**src/rtl/regfile_wb_arbiter.sv**
```systemverilog
// Round-robin writeback arbiter for the single register-file write port,
// plus the pending-write scoreboard that decode uses to stall on RAW hazards.
//
// Ports:
//   CLOCK, RESET_N        clock, asynchronous active-low reset
//   WB_VALID/ADDR/DATA    per-requester write requests (packed slices)
//   WB_READY              one-hot grant; transfer = VALID & READY
//   RF_WE/WADDR/WDATA     registered write to the register file
//   ISSUE_VALID/ISSUE_RD  decode marks a destination register as in flight
//   FLUSH                 clears the scoreboard
//   RS1/RS2, STALL        decode hazard query on the registered scoreboard
//   PENDING               scoreboard bit per register
module regfile_wb_arbiter #(
  parameter int NUM_REQ  = 3,
  parameter int XLEN     = 64,
  parameter int NUM_REGS = 32
) (
  input  logic                    CLOCK,
  input  logic                    RESET_N,
  input  logic [NUM_REQ-1:0]      WB_VALID,
  input  logic [NUM_REQ*5-1:0]    WB_ADDR,
  input  logic [NUM_REQ*XLEN-1:0] WB_DATA,
  output logic [NUM_REQ-1:0]      WB_READY,
  output logic                    RF_WE,
  output logic [4:0]              RF_WADDR,
  output logic [XLEN-1:0]         RF_WDATA,
  input  logic                    ISSUE_VALID,
  input  logic [4:0]              ISSUE_RD,
  input  logic                    FLUSH,
  input  logic [4:0]              RS1,
  input  logic [4:0]              RS2,
  output logic                    STALL,
  output logic [NUM_REGS-1:0]     PENDING
);

  localparam int PTR_W = $clog2(NUM_REQ);

  logic [PTR_W-1:0]    ptr_q, ptr_d;
  logic                we_q, we_d;
  logic [4:0]          waddr_q, waddr_d;
  logic [XLEN-1:0]     wdata_q, wdata_d;
  logic [NUM_REGS-1:0] pend_q, pend_d;

  logic                xfer;
  int                  gnt_idx;
  int                  idx;
  int                  nxt;
  logic [4:0]          gnt_addr;
  logic [XLEN-1:0]     gnt_data;

  // First valid requester at or after the pointer, wrapping.
  always_comb begin
    WB_READY = '0;
    xfer     = 1'b0;
    gnt_idx  = 0;
    idx      = 0;
    for (int k = 0; k < NUM_REQ; k++) begin
      idx = int'(ptr_q) + k;
      if (idx >= NUM_REQ) idx = idx - NUM_REQ;
      if (!xfer && WB_VALID[idx]) begin
        xfer          = 1'b1;
        WB_READY[idx] = 1'b1;
        gnt_idx       = idx;
      end
    end
  end

  assign gnt_addr = WB_ADDR[gnt_idx*5 +: 5];
  assign gnt_data = WB_DATA[gnt_idx*XLEN +: XLEN];

  always_comb begin
    nxt   = gnt_idx + 1;
    if (nxt >= NUM_REQ) nxt = 0;
    ptr_d = xfer ? PTR_W'(nxt) : ptr_q;
  end

  // x0 writes are consumed but never reach the register file.
  always_comb begin
    we_d    = xfer && (gnt_addr != 5'd0);
    waddr_d = we_d ? gnt_addr : waddr_q;
    wdata_d = we_d ? gnt_data : wdata_q;
  end

  // Clear, then set (newer issue wins), then flush overrides both.
  always_comb begin
    pend_d = pend_q;
    if (we_d) pend_d[gnt_addr] = 1'b0;
    if (ISSUE_VALID && ISSUE_RD != 5'd0) pend_d[ISSUE_RD] = 1'b1;
    if (FLUSH) pend_d = '0;
    pend_d[0] = 1'b0;
  end

  always_ff @(posedge CLOCK or negedge RESET_N) begin
    if (!RESET_N) begin
      ptr_q   <= '0;
      we_q    <= 1'b0;
      waddr_q <= '0;
      wdata_q <= '0;
      pend_q  <= '0;
    end else begin
      ptr_q   <= ptr_d;
      we_q    <= we_d;
      waddr_q <= waddr_d;
      wdata_q <= wdata_d;
      pend_q  <= pend_d;
    end
  end

  assign RF_WE    = we_q;
  assign RF_WADDR = waddr_q;
  assign RF_WDATA = wdata_q;
  assign PENDING  = pend_q;
  assign STALL    = pend_q[RS1] | pend_q[RS2];

endmodule

```
**config.mk**
```make
export PLATFORM = sky130hd
export DESIGN_NAME = regfile_wb_arbiter
export DESIGN_NICKNAME = d
export VERILOG_FILES = /design/src/rtl/regfile_wb_arbiter.sv
export SDC_FILE = /design/constraint.sdc
export NUM_CORES = 1
export LEC_CHECK = 0
export CORE_MARGIN = 2
export CORE_UTILIZATION = 46
export CTS_BUF_LIST = sky130_fd_sc_hd__clkbuf_8 sky130_fd_sc_hd__clkbuf_16
export CTS_CLUSTER_DIAMETER = 100
export DETAILED_ROUTE_END_ITERATION = 12
export PLACE_DENSITY = 0.9
export SLEW_MARGIN = 20
export SYNTH_ARGS = -nofsm -noshare
export SYNTH_HDL_FRONTEND = slang
export SYNTH_SLANG_ARGS = --single-unit
```
**constraint.sdc**
```tcl
create_clock -name CLOCK -period 17.4 [get_ports CLOCK]
set_input_delay 3.48 -clock CLOCK [delete_from_list [all_inputs] [get_ports CLOCK]]
set_output_delay 3.48 -clock CLOCK [all_outputs]
set_load 0.02 [all_outputs]
```
==> parameters.txt, run 1 <==
Parameter                              Value

Job
  Max_cap viols ... 0

Yosys
  Dominant synthesized flop cell ... dfrtp_1
  Synth cell types ... 83
  Post-synthesis register bit count ... 103
  Share of synthesized registers carrying an async set or reset ... 1.000
  Avg Inst Size Synth ... 9.667 um2
  Sequential fraction of the synthesis area ... 0.3472
  Count of flip-flops with a built-in enable after synthesis ... 0
  Post-synthesis instance total ... 768
  Synthesis warning total ... 0
  Post-synthesis instance area ... 7425 um2

Clock tree
  TritonCTS clock tree ... built
  Max H-tree Level ... 3
  Setup bufs post-CTS ... 0
  Longest Clk Path Bufs ... 2
  Clock-pin slew reported for the worst setup and hold paths after clock tree synthesis ... 70 ps
  Post-CTS sizing ... 0
  Cts bufs inserted ... 9
  Insertion delay of the later-clocked pin in the worst-skew pair ... 350 ps
  Hold Buf Count CTS ... 0
  Cell chosen for the clock root ... clkbuf_16
  Total number of clock tree sinks ... 103

Timing
  Unrepaired setup endpoints after global routing ... no
  Highest Clock Rate ... 104.2 MHz
  Final WS setup ... 7806 ps
  Final number of hold-violating endpoints ... 0
  Slew HR ... 0.2735
  Final worst clock skew ... 7.416 ps
  Number of pins exceeding their max-slew limit in the final report ... 0
  Final setup violating endpoints ... 0
  Time the final worst path needs with I/O delays and setup ... 9594 ps
  Tcrit/Tclk final ... 0.5514
  Setup TNS Final ... 0 ps
  Measured slew at the worst slew-check pin ... 1081 ps

Global route
  Global router's overall resource usage ... 0.3193
  Vias in the first global route ... 7574
  GRT overflow ... 0
  Largest net degree at the start of global routing ... 78
  Wire length of the first global-routing pass ... 42110 um
  Initial antenna violation count ... 2

Run status
  Status ... complete, no violations

Place
  Detailed-placement wirelength estimate ... 20930 um
  Count of buffers from port buffering ... 333
  Last weighted congestion value of the routability-driven placer ... 0.9635
  Dpl ws ... 7818 ps
  Instance area after placement ... 10770 um2

Die
  Die Area ... 17170 um2
  DIE WIDTH ... 131.0 um
  Std cell rows ... 46
  Effective utilization at floorplan ... 0.4691
  Core box area ... 15830 um2
  Die height ... 131.0 um
  Top-level I/O count ... 335

Final layout
  Fillers ... 1203
  Utilization of the core after routing ... 0.6995
  Post-synthesis to final-layout area growth ... 49.12%
  Total area of multi-input combinational cells ... 4459 um2
  Cell area after layout ... 11070 um2
  Storage cell area ... 2577 um2
  Layout Nets ... 1311
  Proportion of layout cells with a drive suffix above 1 ... 0.06748

Setup path
  Endpoint required time on the critical path ... 13920 ps
  Maximum single-stage delay on the critical path ... 780 ps
  Crit path max-delay family ... buffers and inverters
  CP Capture Type ... primary output
  Highest-delay cell along the critical path ... clkdlybuf4s50_1
  Largest fanout on the critical path ... 9
  Cell-by-cell listing of the critical path ... clkdlybuf4s50_1, mux4_2, mux4_2, mux2i_1, nand2_1, clkdlybuf4s50_1
  Critical setup path kind ... in2out
  Critical path startpoint category ... input pin
  Buffers & Inverters on Critical Path ... 2
  Data arrival time at the worst-slack endpoint ... 6110 ps

Drt
  Number of DRC violations after detailed-routing iteration 0 ... 854
  Final routed wirelength across all metal layers ... 28230 um
  Overall via count from detail_route ... 7883
  Routed wirelength normalized by instance count ... 21.98 um
  Detailed-router iteration count before antenna repair ... 5
  Number of routed nets with antenna violations ... 0
  Residual DRC ... 0
  Post-DR vias/cell ... 6.139

Min path
  Worst Hold Class ... reg2reg

Power and ir drop
  Cell area power density ... 142.4 nW/um2
  Leakage component of the power ... 4.405 nW
  Worst VDD drop ... 0.00009828 V
==> flip-flops by register name, summed over array words and instances, names as in the netlist <==
name	cells
RF_WDATA	64
PENDING	31
RF_WADDR	5
ptr_q	2
RF_WE	1
==> kinds of logic (layout without fill, tap and decap cells) <==
kind of cell / Yosys count / after routing / synth area share
buffers and inverters: 77 / 374 / 0.05629
other: 2 / 5 / 0.001011
XOR/XNOR: 1 / 1 / 0.001180
AO/OA/AOI/OAI: 278 / 278 / 0.2764
flip-flops: 103 / 103 / 0.3472
AND/OR/NAND/NOR: 185 / 185 / 0.1126
multiplexers: 102 / 102 / 0.1707
adder cells (fa/ha/maj): 20 / 20 / 0.03472
==> power by group <==
group / internal, mW / switching, mW
clock network: 0.112 / 0.0949
logic: 0.410 / 0.571
registers: 0.328 / 0.0603
total: 0.850 / 0.726
==> cells in the mapped netlist, drive strengths merged (6+ instances only) <==
master,instances,area (um2)
buf,29,235.2
dfrtp,103,2577
a211oi,7,52.55
o41ai,6,52.55
o211ai,6,45.04
a311oi,9,96.35
inv,15,58.81
nor3,10,50.05
nor2,25,101.4
a22o,78,683.2
a41oi,6,52.55
nand3,8,45.04
mux2i,76,760.7
a2111oi,6,78.83
nand2,109,409.1
mux2,7,78.82
a21oi,32,163.9
clkbuf,33,123.9
ha,19,237.7
o21ai,84,435.4
mux4,19,427.9
==> cell type report <==
type,instances,area share
Antenna cell,1,0.0002260
Tap cell,216,0.02441
Clock inverter,7,0.006554
Clock buffer,9,0.02034
Sequential cell,103,0.2328
Inverter,15,0.005311
Multi-Input combinational cell,590,0.4028
Timing Repair Buffer,343,0.3076
==> worst register-to-register path: stages, from the launching register on <==
cell and delay, ps:
dfrtp_1 430, inv_1 140, ha_1 400, mux2i_1 360
or2_1 320, o21ai_4 220, inv_4 480, ha_1 360
ha_1 220, fa_1 590, a2111oi_0 770, a221oi_1 150
a211oi_1 400, o32ai_2 280, o21ai_2 280, o311a_2 210
buf_4 590, a22o_1 290
==> cells in the final DEF (no fill, tap or decap), types with 10 or more instances in the layout <==
| master | instances |
|---|---|
| a21oi_1 | 31 |
| a22o_1 | 78 |
| buf_4 | 11 |
| clkdlybuf4s50_1 | 332 |
| dfrtp_1 | 103 |
| ha_1 | 19 |
| inv_1 | 14 |
| mux2i_1 | 76 |
| mux4_2 | 19 |
| nand2_1 | 109 |
| nor2_1 | 23 |
| nor3_1 | 10 |
| o21ai_0 | 80 |
==> stage by stage <==
stage	std cells	hold slack [ps]	power, mW
detailed placement	1267	490.5	1.354
finish	1284	511.9	1.576
CTS	1283	512.2	1.570
global route	1284	520.4	1.659
global placement	1267	486.7	1.337
floorplan	770	597.1	0.9961
==> routing by layer <==
metal,vias up,global-route usage,share of wire,wire length [um]
met5,-,0,0.00057,16
met4,2,0.08573,0.021,602
met3,50,0.08550,0.096,2701
met2,486,0.5343,0.50,14110
met1,3828,0.4105,0.38,10790
li1,3517,-,-,-
==> worst paths after layout <==
check	from	endpoint	slack (ps)	cells after the start
min	RF_WDATA[27]	RF_WDATA[27]	510	1
max in group asynchronous	RESET_N	PENDING[4]	13080	2
min reg2reg	RF_WDATA[27]	RF_WDATA[27]	510	1
max reg2reg	ptr_q[1]	RF_WDATA[55]	10860	17
max	RS1[0]	STALL	7810	6
min in group asynchronous	RESET_N	RF_WDATA[0]	3070	1
No activity file was read; power rests on OpenSTA's default activity.
==> run 2: changes to the inputs <==
Settings changed: CORE_UTILIZATION 46 to 43, PLACE_DENSITY 0.9 to 0.85.
Clock period 17.4 ns to 9.6 ns, I/O delays scaled along.
==> parameters.txt, run 2 (synthesized netlist as in run 1, its figures left out) <==
Parameter                              Value

Global route
  Met3 global-route usage ... 0.07482
  Routing usage on met1 ... 0.3736
  Initial antenna violation count ... 3
  Largest net degree at the start of global routing ... 78
  Global-route track usage on met2 ... 0.4695
  Global router's overall resource usage ... 0.2902
  Wire length of the first global-routing pass ... 41140 um
  Most used routing layer in global routing ... met2
  Vias in the first global route ... 7463
  GRT overflow ... 0

Final layout
  Final Instance Count excl. Fillers ... 1293
  Post-synthesis to final-layout area growth ... 48.96%
  Proportion of layout cells with a drive suffix above 1 ... 0.06573
  Most used cells in the layout excluding fill and tap cells ... clkdlybuf4s50_1, nand2_1, dfrtp_1
  Utilization of the core after routing ... 0.6461
  Most frequent standard cell in the layout excluding fill and tap cells ... clkdlybuf4s50_1
  Fillers ... 1448
  Number of flip-flops under the largest register name ... 64
  Cell area after layout ... 11060 um2
  Layout Nets ... 1309

Die
  DIE WIDTH ... 135.4 um
  Top-level I/O count ... 335
  Core box area ... 17120 um2
  Die Area ... 18330 um2
  Effective utilization at floorplan ... 0.4338
  Die height ... 135.4 um
  Std cell rows ... 48

Place
  # placed instances ... 1274
  Count of buffers from port buffering ... 333
  Last weighted congestion value of the routability-driven placer ... 0.9327
  Detailed-placement wirelength estimate ... 20400 um
  Instance area after placement ... 10760 um2
  Dpl ws ... 1652 ps

Timing
  Setup TNS Final ... 0 ps
  Final setup violating endpoints ... 0
  Final WS setup ... 1929 ps
  Time the final worst path needs with I/O delays and setup ... 7671 ps
  Measured slew at the worst slew-check pin ... 951.0 ps
  Hold WS ... 502.7 ps
  Number of pins exceeding their max-slew limit in the final report ... 0
  Unrepaired setup endpoints after global routing ... no
  Slew HR ... 0.3601
  Tcrit/Tclk final ... 0.7991
  Final worst clock skew ... 5.743 ps
  Highest Clock Rate ... 130.4 MHz
  Final number of hold-violating endpoints ... 0

Drt
  Final routed wirelength across all metal layers ... 26810 um
  Post-DR vias/cell ... 5.902
  Residual DRC ... 0
  Number of routed nets with antenna violations ... 0
  Overall via count from detail_route ... 7631
  Detailed-router iteration count before antenna repair ... 6
  Number of DRC violations after detailed-routing iteration 0 ... 671
  Routed wirelength normalized by instance count ... 20.74 um

Clock tree
  Cell chosen for the clock root ... clkbuf_16
  Hold Buf Count CTS ... 0
  TritonCTS clock tree ... built
  Total number of clock tree sinks ... 103
  Cts bufs inserted ... 9
  Longest Clk Path Bufs ... 2
  Insertion delay of the later-clocked pin in the worst-skew pair ... 350 ps
  Max H-tree Level ... 3
  Setup bufs post-CTS ... 0
  Clock-pin slew reported for the worst setup and hold paths after clock tree synthesis ... 70 ps
  Post-CTS sizing ... 0

Power and ir drop
  Cell area power density ... 254.8 nW/um2
  Total internal power ... 1.533 mW
  Total power ... 2.818 mW
  Power share of the clock group ... 0.129
  Switching share of power ... 0.4560
  Sequential cell fraction of total power ... 0.249
  Proportion of power drawn by combinational gates ... 0.623
  Switching power ... 1.285 mW
  Leakage component of the power ... 4.395 nW
  Worst VDD drop ... 0.0001614 V

Setup path
  Critical path startpoint category ... input pin
  Endpoint required time on the critical path ... 9890 ps
  Largest fanout on the critical path ... 36
  Critical setup path kind ... in2reg
  Data arrival time at the worst-slack endpoint ... 7960 ps
  CP Capture Type ... flop

Run status
  Status ... complete, no violations

Min path
  Worst Hold Class ... reg2reg

Job
  Max_cap viols ... 0
## run 2: final cells by class
type | count | area [um2] | share of cell area
clock buffer | 9 | 225.2 | 0.02036
clock inverter | 7 | 63.81 | 0.005770
tap | 225 | 281.5 | 0.02546
inverter | 15 | 58.81 | 0.005317
antenna | 3 | 7.507 | 0.0006788
sequential | 103 | 2577 | 0.2331
multi-input combinational | 590 | 4459 | 0.4032
timing repair buffer | 341 | 3386 | 0.3061
## run 2: critical path, cell delays in order
cell and delay (ps):
clkdlybuf4s50_1 540, nor3b_2 320, o21a_1 340, o21ai_4 210, inv_4 480, ha_1 350, ha_1 210, fa_1 550
a2111oi_0 600, a221oi_1 150, a211oi_1 390, o32ai_2 270, o21ai_2 260, o311a_2 650, buf_4 470, a22o_1 190
## run 2: power groups by stage
| stage | registers (mW) | clock network (mW) | logic, mW |
|---|---|---|---|
| after detailed placement | 0.695 | 0 | 1.75 |
| final | 0.700 | 0.362 | 1.76 |
| after floorplan | 0.864 | 0 | 0.941 |
| after CTS | 0.699 | 0.369 | 1.75 |
| after global routing | 0.718 | 0.389 | 1.88 |
| after global placement | 0.701 | 0 | 1.72 |
## run 2: path summary, 6_finish.rpt
check,start,endpoint,slack (ps),cells past startpoint
min reg2reg,RF_WDATA[29],RF_WDATA[29],500,1
max in group asynchronous,RESET_N,RF_WADDR[0],6880,2
min in group asynchronous,RESET_N,RF_WDATA[15],1560,1
max,WB_VALID[2],RF_WDATA[5],1930,16
max reg2reg,ptr_q[1],RF_WDATA[5],3080,17
min,RF_WDATA[29],RF_WDATA[29],500,1
## run 2: routing by layer
| metal | vias up | routed length (um) |
|---|---|---|
| met5 | - | 0 |
| met3 | 56 | 2469 |
| li1 | 3521 | - |
| met4 | 0 | 822 |
| met1 | 3649 | 10570 |
| met2 | 405 | 12950 |
